### src/rtl/vga_timing_gen_if.sv
// Pixel bus of vga_timing_gen: upstream pixel request/RGB in, timed sync/DE/RGB out.
// pattern_sel is present only when VGA_TEST_PATTERN_EN is defined.
interface vga_timing_gen_if #(
    parameter int COLOR_W = 8,
    parameter int CNT_W   = 12
);
    logic               enable;
    logic [COLOR_W-1:0] red_in;
    logic [COLOR_W-1:0] green_in;
    logic [COLOR_W-1:0] blue_in;
`ifdef VGA_TEST_PATTERN_EN
    logic               pattern_sel;
`endif
    logic               pix_ce;
    logic [CNT_W-1:0]   x;
    logic [CNT_W-1:0]   y;
    logic               req;
    logic               de;
    logic               hsync;
    logic               vsync;
    logic               frame_start;
    logic               line_start;
    logic [COLOR_W-1:0] red;
    logic [COLOR_W-1:0] green;
    logic [COLOR_W-1:0] blue;

`ifdef VGA_TEST_PATTERN_EN
    modport master (
        input  enable, red_in, green_in, blue_in, pattern_sel,
        output pix_ce, x, y, req, de, hsync, vsync, frame_start, line_start, red, green, blue
    );
    modport slave (
        output enable, red_in, green_in, blue_in, pattern_sel,
        input  pix_ce, x, y, req, de, hsync, vsync, frame_start, line_start, red, green, blue
    );
`else
    modport master (
        input  enable, red_in, green_in, blue_in,
        output pix_ce, x, y, req, de, hsync, vsync, frame_start, line_start, red, green, blue
    );
    modport slave (
        output enable, red_in, green_in, blue_in,
        input  pix_ce, x, y, req, de, hsync, vsync, frame_start, line_start, red, green, blue
    );
`endif
endinterface

### src/rtl/vga_timing_gen.sv
// Parametrised video timing generator with integer clock-enable pixel divider.
// Optional 8-bar colour test pattern is compiled in with VGA_TEST_PATTERN_EN.
module vga_timing_gen #(
    parameter int H_DISPLAY = 1920,
    parameter int H_FP      = 88,
    parameter int H_SYNC    = 44,
    parameter int H_BP      = 148,
    parameter int V_DISPLAY = 1080,
    parameter int V_FP      = 4,
    parameter int V_SYNC    = 5,
    parameter int V_BP      = 36,
    parameter bit HSYNC_POL = 1'b1,
    parameter bit VSYNC_POL = 1'b1,
    parameter int CLK_DIV   = 1,
    parameter int COLOR_W   = 8,
    parameter int CNT_W     = 12
) (
    input  logic               clk,
    input  logic               reset,
    vga_timing_gen_if.master   bus
);
    localparam int H_TOTAL = H_DISPLAY + H_FP + H_SYNC + H_BP;
    localparam int V_TOTAL = V_DISPLAY + V_FP + V_SYNC + V_BP;
    localparam int DIV_W   = (CLK_DIV > 1) ? $clog2(CLK_DIV) : 1;

    localparam logic [DIV_W-1:0] DIV_LAST = DIV_W'(CLK_DIV - 1);
    localparam logic [CNT_W-1:0] H_LAST   = CNT_W'(H_TOTAL - 1);
    localparam logic [CNT_W-1:0] V_LAST   = CNT_W'(V_TOTAL - 1);
    localparam logic [CNT_W-1:0] H_ACT    = CNT_W'(H_DISPLAY);
    localparam logic [CNT_W-1:0] V_ACT    = CNT_W'(V_DISPLAY);
    localparam logic [CNT_W-1:0] HS_BEG   = CNT_W'(H_DISPLAY + H_FP);
    localparam logic [CNT_W-1:0] HS_END   = CNT_W'(H_DISPLAY + H_FP + H_SYNC);
    localparam logic [CNT_W-1:0] VS_BEG   = CNT_W'(V_DISPLAY + V_FP);
    localparam logic [CNT_W-1:0] VS_END   = CNT_W'(V_DISPLAY + V_FP + V_SYNC);

    logic [DIV_W-1:0]   div_cnt;
    logic [CNT_W-1:0]   h_cnt;
    logic [CNT_W-1:0]   v_cnt;
    logic               pix_ce;
    logic               req;
    logic               hs_active;
    logic               vs_active;
    logic [COLOR_W-1:0] src_r;
    logic [COLOR_W-1:0] src_g;
    logic [COLOR_W-1:0] src_b;
    logic               de_q;
    logic               hsync_q;
    logic               vsync_q;
    logic               frame_start_q;
    logic               line_start_q;
    logic [COLOR_W-1:0] red_q;
    logic [COLOR_W-1:0] green_q;
    logic [COLOR_W-1:0] blue_q;

    // Gated by reset so the strobe stays low while reset is held even with CLK_DIV=1.
    assign pix_ce    = bus.enable && !reset && (div_cnt == DIV_LAST);
    assign req       = (h_cnt < H_ACT) && (v_cnt < V_ACT);
    assign hs_active = (h_cnt >= HS_BEG) && (h_cnt < HS_END);
    assign vs_active = (v_cnt >= VS_BEG) && (v_cnt < VS_END);

`ifdef VGA_TEST_PATTERN_EN
    localparam int XW = CNT_W + 3;
    logic [2:0] bar;

    assign bar = 3'(({3'b000, h_cnt} << 3) / XW'(H_DISPLAY));

    always_comb begin
        src_r = bus.red_in;
        src_g = bus.green_in;
        src_b = bus.blue_in;
        if (bus.pattern_sel) begin
            src_r = {COLOR_W{bar[2]}};
            src_g = {COLOR_W{bar[1]}};
            src_b = {COLOR_W{bar[0]}};
        end
    end
`else
    assign src_r = bus.red_in;
    assign src_g = bus.green_in;
    assign src_b = bus.blue_in;
`endif

    always_ff @(posedge clk or posedge reset) begin
        if (reset) begin
            div_cnt <= '0;
        end else if (bus.enable) begin
            div_cnt <= (div_cnt == DIV_LAST) ? '0 : div_cnt + DIV_W'(1);
        end
    end

    always_ff @(posedge clk or posedge reset) begin
        if (reset) begin
            h_cnt <= '0;
            v_cnt <= '0;
        end else if (pix_ce) begin
            if (h_cnt == H_LAST) begin
                h_cnt <= '0;
                v_cnt <= (v_cnt == V_LAST) ? '0 : v_cnt + CNT_W'(1);
            end else begin
                h_cnt <= h_cnt + CNT_W'(1);
            end
        end
    end

    // One pixel tick behind the counters; everything here shares that single stage.
    always_ff @(posedge clk or posedge reset) begin
        if (reset) begin
            de_q    <= 1'b0;
            hsync_q <= ~HSYNC_POL;
            vsync_q <= ~VSYNC_POL;
            red_q   <= '0;
            green_q <= '0;
            blue_q  <= '0;
        end else if (pix_ce) begin
            de_q    <= req;
            hsync_q <= hs_active ? HSYNC_POL : ~HSYNC_POL;
            vsync_q <= vs_active ? VSYNC_POL : ~VSYNC_POL;
            red_q   <= req ? src_r : '0;
            green_q <= req ? src_g : '0;
            blue_q  <= req ? src_b : '0;
        end
    end

    always_ff @(posedge clk or posedge reset) begin
        if (reset) begin
            frame_start_q <= 1'b0;
            line_start_q  <= 1'b0;
        end else begin
            frame_start_q <= pix_ce && (h_cnt == '0) && (v_cnt == '0);
            line_start_q  <= pix_ce && (h_cnt == '0) && (v_cnt < V_ACT);
        end
    end

    assign bus.pix_ce      = pix_ce;
    assign bus.x           = h_cnt;
    assign bus.y           = v_cnt;
    assign bus.req         = req;
    assign bus.de          = de_q;
    assign bus.hsync       = hsync_q;
    assign bus.vsync       = vsync_q;
    assign bus.frame_start = frame_start_q;
    assign bus.line_start  = line_start_q;
    assign bus.red         = red_q;
    assign bus.green       = green_q;
    assign bus.blue        = blue_q;
endmodule
### src/flat_wrapper.sv
// flat-port wrapper written by rule: the top's interface ports become plain ports
module vga_timing_gen_flat 
#(
    parameter int H_DISPLAY = 1920,
    parameter int H_FP      = 88,
    parameter int H_SYNC    = 44,
    parameter int H_BP      = 148,
    parameter int V_DISPLAY = 1080,
    parameter int V_FP      = 4,
    parameter int V_SYNC    = 5,
    parameter int V_BP      = 36,
    parameter bit HSYNC_POL = 1'b1,
    parameter bit VSYNC_POL = 1'b1,
    parameter int CLK_DIV   = 1,
    parameter int COLOR_W   = 8,
    parameter int CNT_W     = 12
)
  (clk, reset, bus_enable, bus_red_in, bus_green_in, bus_blue_in, bus_pix_ce, bus_x, bus_y, bus_req, bus_de, bus_hsync, bus_vsync, bus_frame_start, bus_line_start, bus_red, bus_green, bus_blue);
  vga_timing_gen_if #(.COLOR_W(COLOR_W), .CNT_W(CNT_W)) bus_i ();
  input  logic clk;
  input  logic reset;
  input wire logic [$bits(bus_i.enable)-1:0] bus_enable;
  input wire logic [$bits(bus_i.red_in)-1:0] bus_red_in;
  input wire logic [$bits(bus_i.green_in)-1:0] bus_green_in;
  input wire logic [$bits(bus_i.blue_in)-1:0] bus_blue_in;
  output wire logic [$bits(bus_i.pix_ce)-1:0] bus_pix_ce;
  output wire logic [$bits(bus_i.x)-1:0] bus_x;
  output wire logic [$bits(bus_i.y)-1:0] bus_y;
  output wire logic [$bits(bus_i.req)-1:0] bus_req;
  output wire logic [$bits(bus_i.de)-1:0] bus_de;
  output wire logic [$bits(bus_i.hsync)-1:0] bus_hsync;
  output wire logic [$bits(bus_i.vsync)-1:0] bus_vsync;
  output wire logic [$bits(bus_i.frame_start)-1:0] bus_frame_start;
  output wire logic [$bits(bus_i.line_start)-1:0] bus_line_start;
  output wire logic [$bits(bus_i.red)-1:0] bus_red;
  output wire logic [$bits(bus_i.green)-1:0] bus_green;
  output wire logic [$bits(bus_i.blue)-1:0] bus_blue;
  assign bus_i.enable = bus_enable;
  assign bus_i.red_in = bus_red_in;
  assign bus_i.green_in = bus_green_in;
  assign bus_i.blue_in = bus_blue_in;
  assign bus_pix_ce = bus_i.pix_ce;
  assign bus_x = bus_i.x;
  assign bus_y = bus_i.y;
  assign bus_req = bus_i.req;
  assign bus_de = bus_i.de;
  assign bus_hsync = bus_i.hsync;
  assign bus_vsync = bus_i.vsync;
  assign bus_frame_start = bus_i.frame_start;
  assign bus_line_start = bus_i.line_start;
  assign bus_red = bus_i.red;
  assign bus_green = bus_i.green;
  assign bus_blue = bus_i.blue;
  vga_timing_gen #(.H_DISPLAY(H_DISPLAY), .H_FP(H_FP), .H_SYNC(H_SYNC), .H_BP(H_BP), .V_DISPLAY(V_DISPLAY), .V_FP(V_FP), .V_SYNC(V_SYNC), .V_BP(V_BP), .HSYNC_POL(HSYNC_POL), .VSYNC_POL(VSYNC_POL), .CLK_DIV(CLK_DIV), .COLOR_W(COLOR_W), .CNT_W(CNT_W)) u_core (.clk(clk), .reset(reset), .bus(bus_i));
endmodule
### config.mk
export PLATFORM = sky130hd
export DESIGN_NAME = vga_timing_gen_flat
export DESIGN_NICKNAME = d
export VERILOG_FILES = /design/src/rtl/vga_timing_gen_if.sv /design/src/rtl/vga_timing_gen.sv /design/src/flat_wrapper.sv
export SDC_FILE = /design/constraint.sdc
export NUM_CORES = 1
export LEC_CHECK = 0
export BUFFER_PORTS_ARGS = -buffer_cell sky130_fd_sc_hd__buf_2
export CAP_MARGIN = 20
export CELL_PAD_IN_SITES_DETAIL_PLACEMENT = 0
export CELL_PAD_IN_SITES_GLOBAL_PLACEMENT = 1
export CORE_AREA = 2 2 86 80
export CTS_BUF_LIST = sky130_fd_sc_hd__clkbuf_4
export DETAILED_ROUTE_END_ITERATION = 12
export DIE_AREA = 0 0 88 82
export PLACE_DENSITY_LB_ADDON = 0.15
export SKIP_CTS_REPAIR_TIMING = 1
export SYNTH_ARGS = -nofsm -noshare
export SYNTH_HDL_FRONTEND = slang
export SYNTH_SLANG_ARGS = --single-unit
export TNS_END_PERCENT = 100
### constraint.sdc
create_clock -name clk -period 2.5 [get_ports clk]
set_clock_uncertainty 0.2 [all_clocks]
set_input_delay 0.5 -clock clk [delete_from_list [all_inputs] [get_ports clk]]
set_output_delay 0.5 -clock clk [all_outputs]
set_load 0.1 [all_outputs]
==> results.json, run 1 <==
{
  "yosys.area.top_type": "dfrtp_1",
  "fill_cells": 630,
  "setup_viol_count_final": 0,
  "grt_max_degree": 33,
  "crit_required_ps": 1800,
  "dp_hpwl_um": 4090,
  "drc": 0,
  "period_minus_slack_ps": 2440,
  "drt_pass1_iterations": 4,
  "die_area_sq_um": 7220,
  "cts-root-buf": "clkbuf_4",
  "synth-seq-cells": 53,
  "netlist_area_sq_um": 2480,
  "peakVddDrop_v": 0.000625,
  "num_rows": 28,
  "relSlewSlack_pct": 64.1,
  "postPlaceCellArea_sq_um": 3000,
  "synthArstFlopShare_pct": 100,
  "cts_tree": "built",
  "synthDistinctLibCells": 39,
  "cp_data_arrival_time_ps": 1740,
  "vias": 2009,
  "grt_pass1_vias": 1800,
  "cp-start-kind": "register",
  "fmax_mhz": 410,
  "crit_fanout": 4,
  "ios": 82,
  "syn_inst": 223,
  "numCtsBuffers": 5,
  "status": "finished, final reports clean",
  "seq_area_frac_synth_pct": 53.5,
  "clkTransAtPathRegs_ps": 150,
  "wl_per_cell_um": 14.3,
  "synth_area_leaders": "dfrtp_1, a22o_1, xnor2_1, nand3_1, nor4_4",
  "ctsHtreeMaxLevel": 2,
  "tightestPinTransition_ps": 538,
  "p_total_w": 0.00197,
  "n_antenna_cell": 0,
  "synth_top_area_share_pct": 53.5,
  "hold_class": "in2reg",
  "gp_congestion": 0.786,
  "coreArea_sq_um": 6340,
  "slew_viol_final": 0,
  "syn2layout_area_growth_pct": 26.2,
  "yosys_warnings": 0,
  "synth_edf_count": 0,
  "clock-sinks": 53,
  "post-place-ws_ps": 308,
  "fin_area_sq_um": 3130,
  "dieWidth_um": 88,
  "power.density_nw_per_um2": 630,
  "layout.nets": 343,
  "grt_pass1_wl_um": 9230,
  "io_buffer_count": 81,
  "routed_wl_um": 5780,
  "ys.flop_type": "dfrtp_1",
  "min_period_over_period_pct": 97.6,
  "die_height_um": 82,
  "final_hold_viol_count": 0,
  "antenna_found_initial": 0,
  "path_class": "reg2out",
  "initial_core_util_pct": 39.1,
  "end_kind": "output port",
  "synth_fp_nets": 254,
  "grtUsageTotal_pct": 16.5,
  "clock_latency_ps": 360,
  "vias_per_cell": 4.99,
  "p_leak_nw": 1.61,
  "grt-ovfl-total": 0,
  "drv_cap": 0,
  "drive_above_1_share_pct": 38.0,
  "setup_ws_ps": 60.1,
  "drt-initial-drc-count": 97,
  "ant_nets": 0,
  "cts_max_path_buffers": 2,
  "synth_area_per_cell_sq_um": 11.1
}
synthesized netlist by cell type, types with 2 or more instances:
| master | n |
|---|---|
| or2_2 | 2 |
| buf_6 | 4 |
| nand2_1 | 15 |
| or3_1 | 3 |
| a21o_1 | 3 |
| ha_1 | 4 |
| nand3_1 | 13 |
| a21oi_1 | 7 |
| nand4_1 | 10 |
| o21ai_1 | 9 |
| xnor2_1 | 8 |
| nor3b_1 | 2 |
| mux2i_1 | 2 |
| and3_1 | 2 |
| nor3_1 | 6 |
| xor2_1 | 3 |
| inv_1 | 11 |
| nor2_1 | 9 |
| dfrtp_1 | 53 |
| or4_1 | 2 |
| clkbuf_1 | 3 |
| nor4_4 | 3 |
| a22o_1 | 26 |
| buf_4 | 4 |
| and4_1 | 3 |
| o21ai_0 | 3 |
cells in the final DEF, fill, tap and decap left out, types with 4 or more instances in the layout:
cell	count
nand4_1	10
inv_1	10
dfrtp_2	9
nor3_1	5
buf_2	80
nor2_1	9
xnor2_1	8
ha_1	4
a21oi_1	7
a22o_1	26
nand3_1	13
o21ai_1	9
buf_4	14
nand2_1	15
dfrtp_1	44
clkbuf_4	6
stage by stage:
| stage | hold slack, ps | instances | util [%] | setup TNS, ps |
|---|---|---|---|---|
| after floorplan | 433 | 223 | - | -260 |
| after global placement | 256 | 389 | 47.2 | 0 |
| after detailed placement | 261 | 389 | 47.2 | 0 |
| after CTS | -23.0 | 397 | 48.5 | -125 |
| after global routing | 117 | 403 | 49.4 | -16.6 |
| final | 145 | 403 | 49.4 | 0 |
registers in the layout, indices dropped and copies added (netlist names), 8 cells and up:
name / count
u_core.bus.blue: 8
u_core.bus.green: 8
u_core.bus.red: 8
u_core.bus.x: 12
u_core.bus.y: 12
layout make-up:
| cell class | instances | area [sq um] | share of cell area, % |
|---|---|---|---|
| multi-input combinational | 145 | 1020 | 32.7 |
| inverter | 11 | 41.3 | 1.32 |
| clock inverter | 2 | 33.8 | 1.08 |
| sequential | 53 | 1340 | 42.7 |
| tap | 90 | 113 | 3.60 |
| clock buffer | 6 | 45.0 | 1.44 |
| timing repair buffer | 96 | 536 | 17.1 |
worst max-delay path: stages (launching register included):
cell	delay, ps
dfrtp_2	470
nor4_4	370
a31oi_4	160
nor3_4	170
buf_12	200
metal layers:
metal  vias up  share of wire (%)  wire, um  global-route usage, %
li1        992                  -         -                      -
met1       939                 51      2960                   25.5
met2        76                 42      2420                   23.3
met3         2                6.4       371                   3.82
met4         0               0.47        27                   3.69
met5         -                  0         0                      0
power by group:
group          total, W  internal [W]  leakage, nW  switching (W)
clock network  0.000482      0.000220       0.0433       0.000262
registers      0.000974      0.000896        0.695      0.0000781
logic          0.000517      0.000106        0.870       0.000411
total           0.00197       0.00122         1.61       0.000751
cells by family (layout without fill, tap and decap cells):
| logic type | count (synthesis) | in the layout | synth area share (%) |
|---|---|---|---|
| AO/OA/AOI/OAI | 52 | 52 | 15.3 |
| XOR/XNOR | 11 | 11 | 3.89 |
| adder cells (fa/ha/maj) | 4 | 4 | 2.02 |
| buffers and inverters | 25 | 115 | 6.00 |
| flip-flops | 53 | 53 | 53.5 |
| multiplexers | 2 | 2 | 0.807 |
| AND/OR/NAND/NOR | 76 | 76 | 18.5 |
path summary, 6_finish.rpt:
| path | from | end | slack (ps) | cells past startpoint |
|---|---|---|---|---|
| min in group asynchronous | reset | u_core.bus.y[1] | 540 | 3 |
| worst min-delay path | bus_red_in[7] | u_core.bus.red[7] | 150 | 2 |
| max in group asynchronous | reset | u_core.bus.red[0] | 910 | 4 |
| worst max register to register | u_core.bus.x[1] | u_core.bus.y[9] | 350 | 5 |
| worst min register to register | u_core.bus.de | u_core.bus.de | 290 | 1 |
| worst max-delay path | u_core.bus.y[8] | bus_req | 60 | 4 |
No activity file was read; power rests on OpenSTA's default activity.
==> inputs of run 2 (changes only) <==
--- a/config.mk
+++ b/config.mk
@@ -9,10 +9,10 @@
 export CAP_MARGIN = 20
 export CELL_PAD_IN_SITES_DETAIL_PLACEMENT = 0
 export CELL_PAD_IN_SITES_GLOBAL_PLACEMENT = 1
-export CORE_AREA = 2 2 86 80
+export CORE_AREA = 2 2 92 76
 export CTS_BUF_LIST = sky130_fd_sc_hd__clkbuf_4
 export DETAILED_ROUTE_END_ITERATION = 12
-export DIE_AREA = 0 0 88 82
+export DIE_AREA = 0 0 94 78
 export PLACE_DENSITY_LB_ADDON = 0.15
 export SKIP_CTS_REPAIR_TIMING = 1
 export SYNTH_ARGS = -nofsm -noshare
==> results.json, run 2 (synthesis results as in run 1) <==
{
  "status": "finished, final reports clean",
  "grt_pass1_vias": 1942,
  "final_util_pct": 49.2,
  "io_buffer_count": 81,
  "power.density_nw_per_um2": 641,
  "cp_data_arrival_time_ps": 1740,
  "ios": 82,
  "rr_startpoint": "u_core.bus.x[0]",
  "cts_max_path_buffers": 2,
  "coreArea_sq_um": 6340,
  "critPathCapture": "bus_req",
  "startpoint": "u_core.bus.y[8]",
  "syn2layout_area_growth_pct": 25.8,
  "drt_pass1_iterations": 4,
  "layout.nets": 342,
  "p_leak_nw": 1.60,
  "end_kind": "output port",
  "tightestPinTransition_ps": 501,
  "antenna_found_initial": 0,
  "rsz0062_at_grt": "yes",
  "drive_above_1_share_pct": 38.1,
  "routed_wl_um": 5920,
  "peakVddDrop_v": 0.000798,
  "setup_viol_count_final": 0,
  "clock-sinks": 53,
  "clock_latency_ps": 380,
  "die_height_um": 78,
  "dieWidth_um": 94,
  "r2r_cells": 5,
  "ant_nets": 0,
  "fmax_mhz": 410,
  "crit_chain": "nor4_4 > a31oi_4 > nor3_4 > buf_12",
  "initial_core_util_pct": 39.1,
  "slew_viol_final": 0,
  "n_antenna_cell": 0,
  "setup_ws_ps": 62.0,
  "cts-root-buf": "clkbuf_4",
  "crit_cells": 4,
  "clkTransAtPathRegs_ps": 160,
  "period_minus_slack_ps": 2440,
  "vias": 2042,
  "crit_buf_inv": 1,
  "cp_top_family": "simple AND/OR/NAND/NOR gates",
  "crit_fanout": 5,
  "drc": 0,
  "wl_per_cell_um": 14.9,
  "grt-ovfl-total": 0,
  "max_stage_delay_ps": 480,
  "drv_cap": 0,
  "hold_class": "in2reg",
  "mostFrequentLayoutCell": "buf_2",
  "cp-start-kind": "register",
  "post-place-ws_ps": 311,
  "die_area_sq_um": 7330,
  "path_class": "reg2out",
  "num_rows": 26,
  "final_hold_viol_count": 0,
  "numCtsBuffers": 5,
  "reg2reg_to": "u_core.bus.y[10]",
  "min_period_over_period_pct": 97.5,
  "r2r_slack_ps": 360,
  "cts_tree": "built",
  "dp_hpwl_um": 4230,
  "gp_congestion": 0.784,
  "crit_required_ps": 1800,
  "grtUsageTotal_pct": 17.1,
  "layout_common_cells": "buf_2, dfrtp_1, a22o_1, nand2_1",
  "vias_per_cell": 5.16,
  "grt_pass1_wl_um": 9810,
  "slowest_stage": "dfrtp_2",
  "drt-initial-drc-count": 74,
  "relSlewSlack_pct": 66.8,
  "grt_max_degree": 28,
  "ctsHtreeMaxLevel": 2
}
==> run 2: changes by cell type in the layout (fill, tap and decap cells not counted), sizes merged <==
cell | before | now
buf | 95 | 94
clkbuf | 6 | 5
clkinvlp | 0 | 1
==> run 2: power by group <==
part / leakage (nW) / internal (W) / total (W) / switching [W]
sequential: 0.695 / 0.000897 / 0.000961 / 0.0000647
clock: 0.0414 / 0.000212 / 0.000489 / 0.000277
combinational: 0.865 / 0.000117 / 0.000548 / 0.000432
total: 1.60 / 0.00123 / 0.00200 / 0.000773
==> run 2: how the worst min path moves through the flow <==
stage	start	to	cells past startpoint
3_3_place_gp	u_core.bus.de	u_core.bus.de	1
5_1_grt	bus_blue_in[2]	u_core.bus.blue[2]	2
2_1_floorplan	bus_blue_in[7]	u_core.bus.blue[7]	1
4_1_cts	reset	u_core.bus.x[2]	2
3_5_place_dp	u_core.bus.de	u_core.bus.de	1
6_report	bus_green_in[3]	u_core.bus.green[3]	2
==> run 2: metal layers <==
layer,up-vias,track usage (%),wire length [um]
met4,0,6.09,83
met5,-,0,0
met2,75,24.9,2520
met1,977,24.9,2900
met3,9,3.88,410
li1,981,-,-
==> run 2: final cells by class <==
cell class | instances | area (sq um)
Fill cell | 632 | 3220
Sequential cell | 53 | 1340
Multi-Input combinational cell | 145 | 1020
Timing Repair Buffer | 95 | 528
Tap cell | 84 | 105
Clock inverter | 3 | 46.3
Inverter | 11 | 41.3
Clock buffer | 5 | 37.5
==> run 2: per-stage QoR <==
stage	instance area, sq um	hold WS [ps]	TNS [ps]	power (W)	cells
after detailed placement	2990	271	0	0.00153	383
after global placement	2990	256	0	0.00153	383
after global routing	3120	93.1	-38.7	0.00211	396
after CTS	3070	-94.3	-134	0.00203	391
after floorplan	2500	433	-260	0.00141	223
final	3120	120	0	0.00200	396
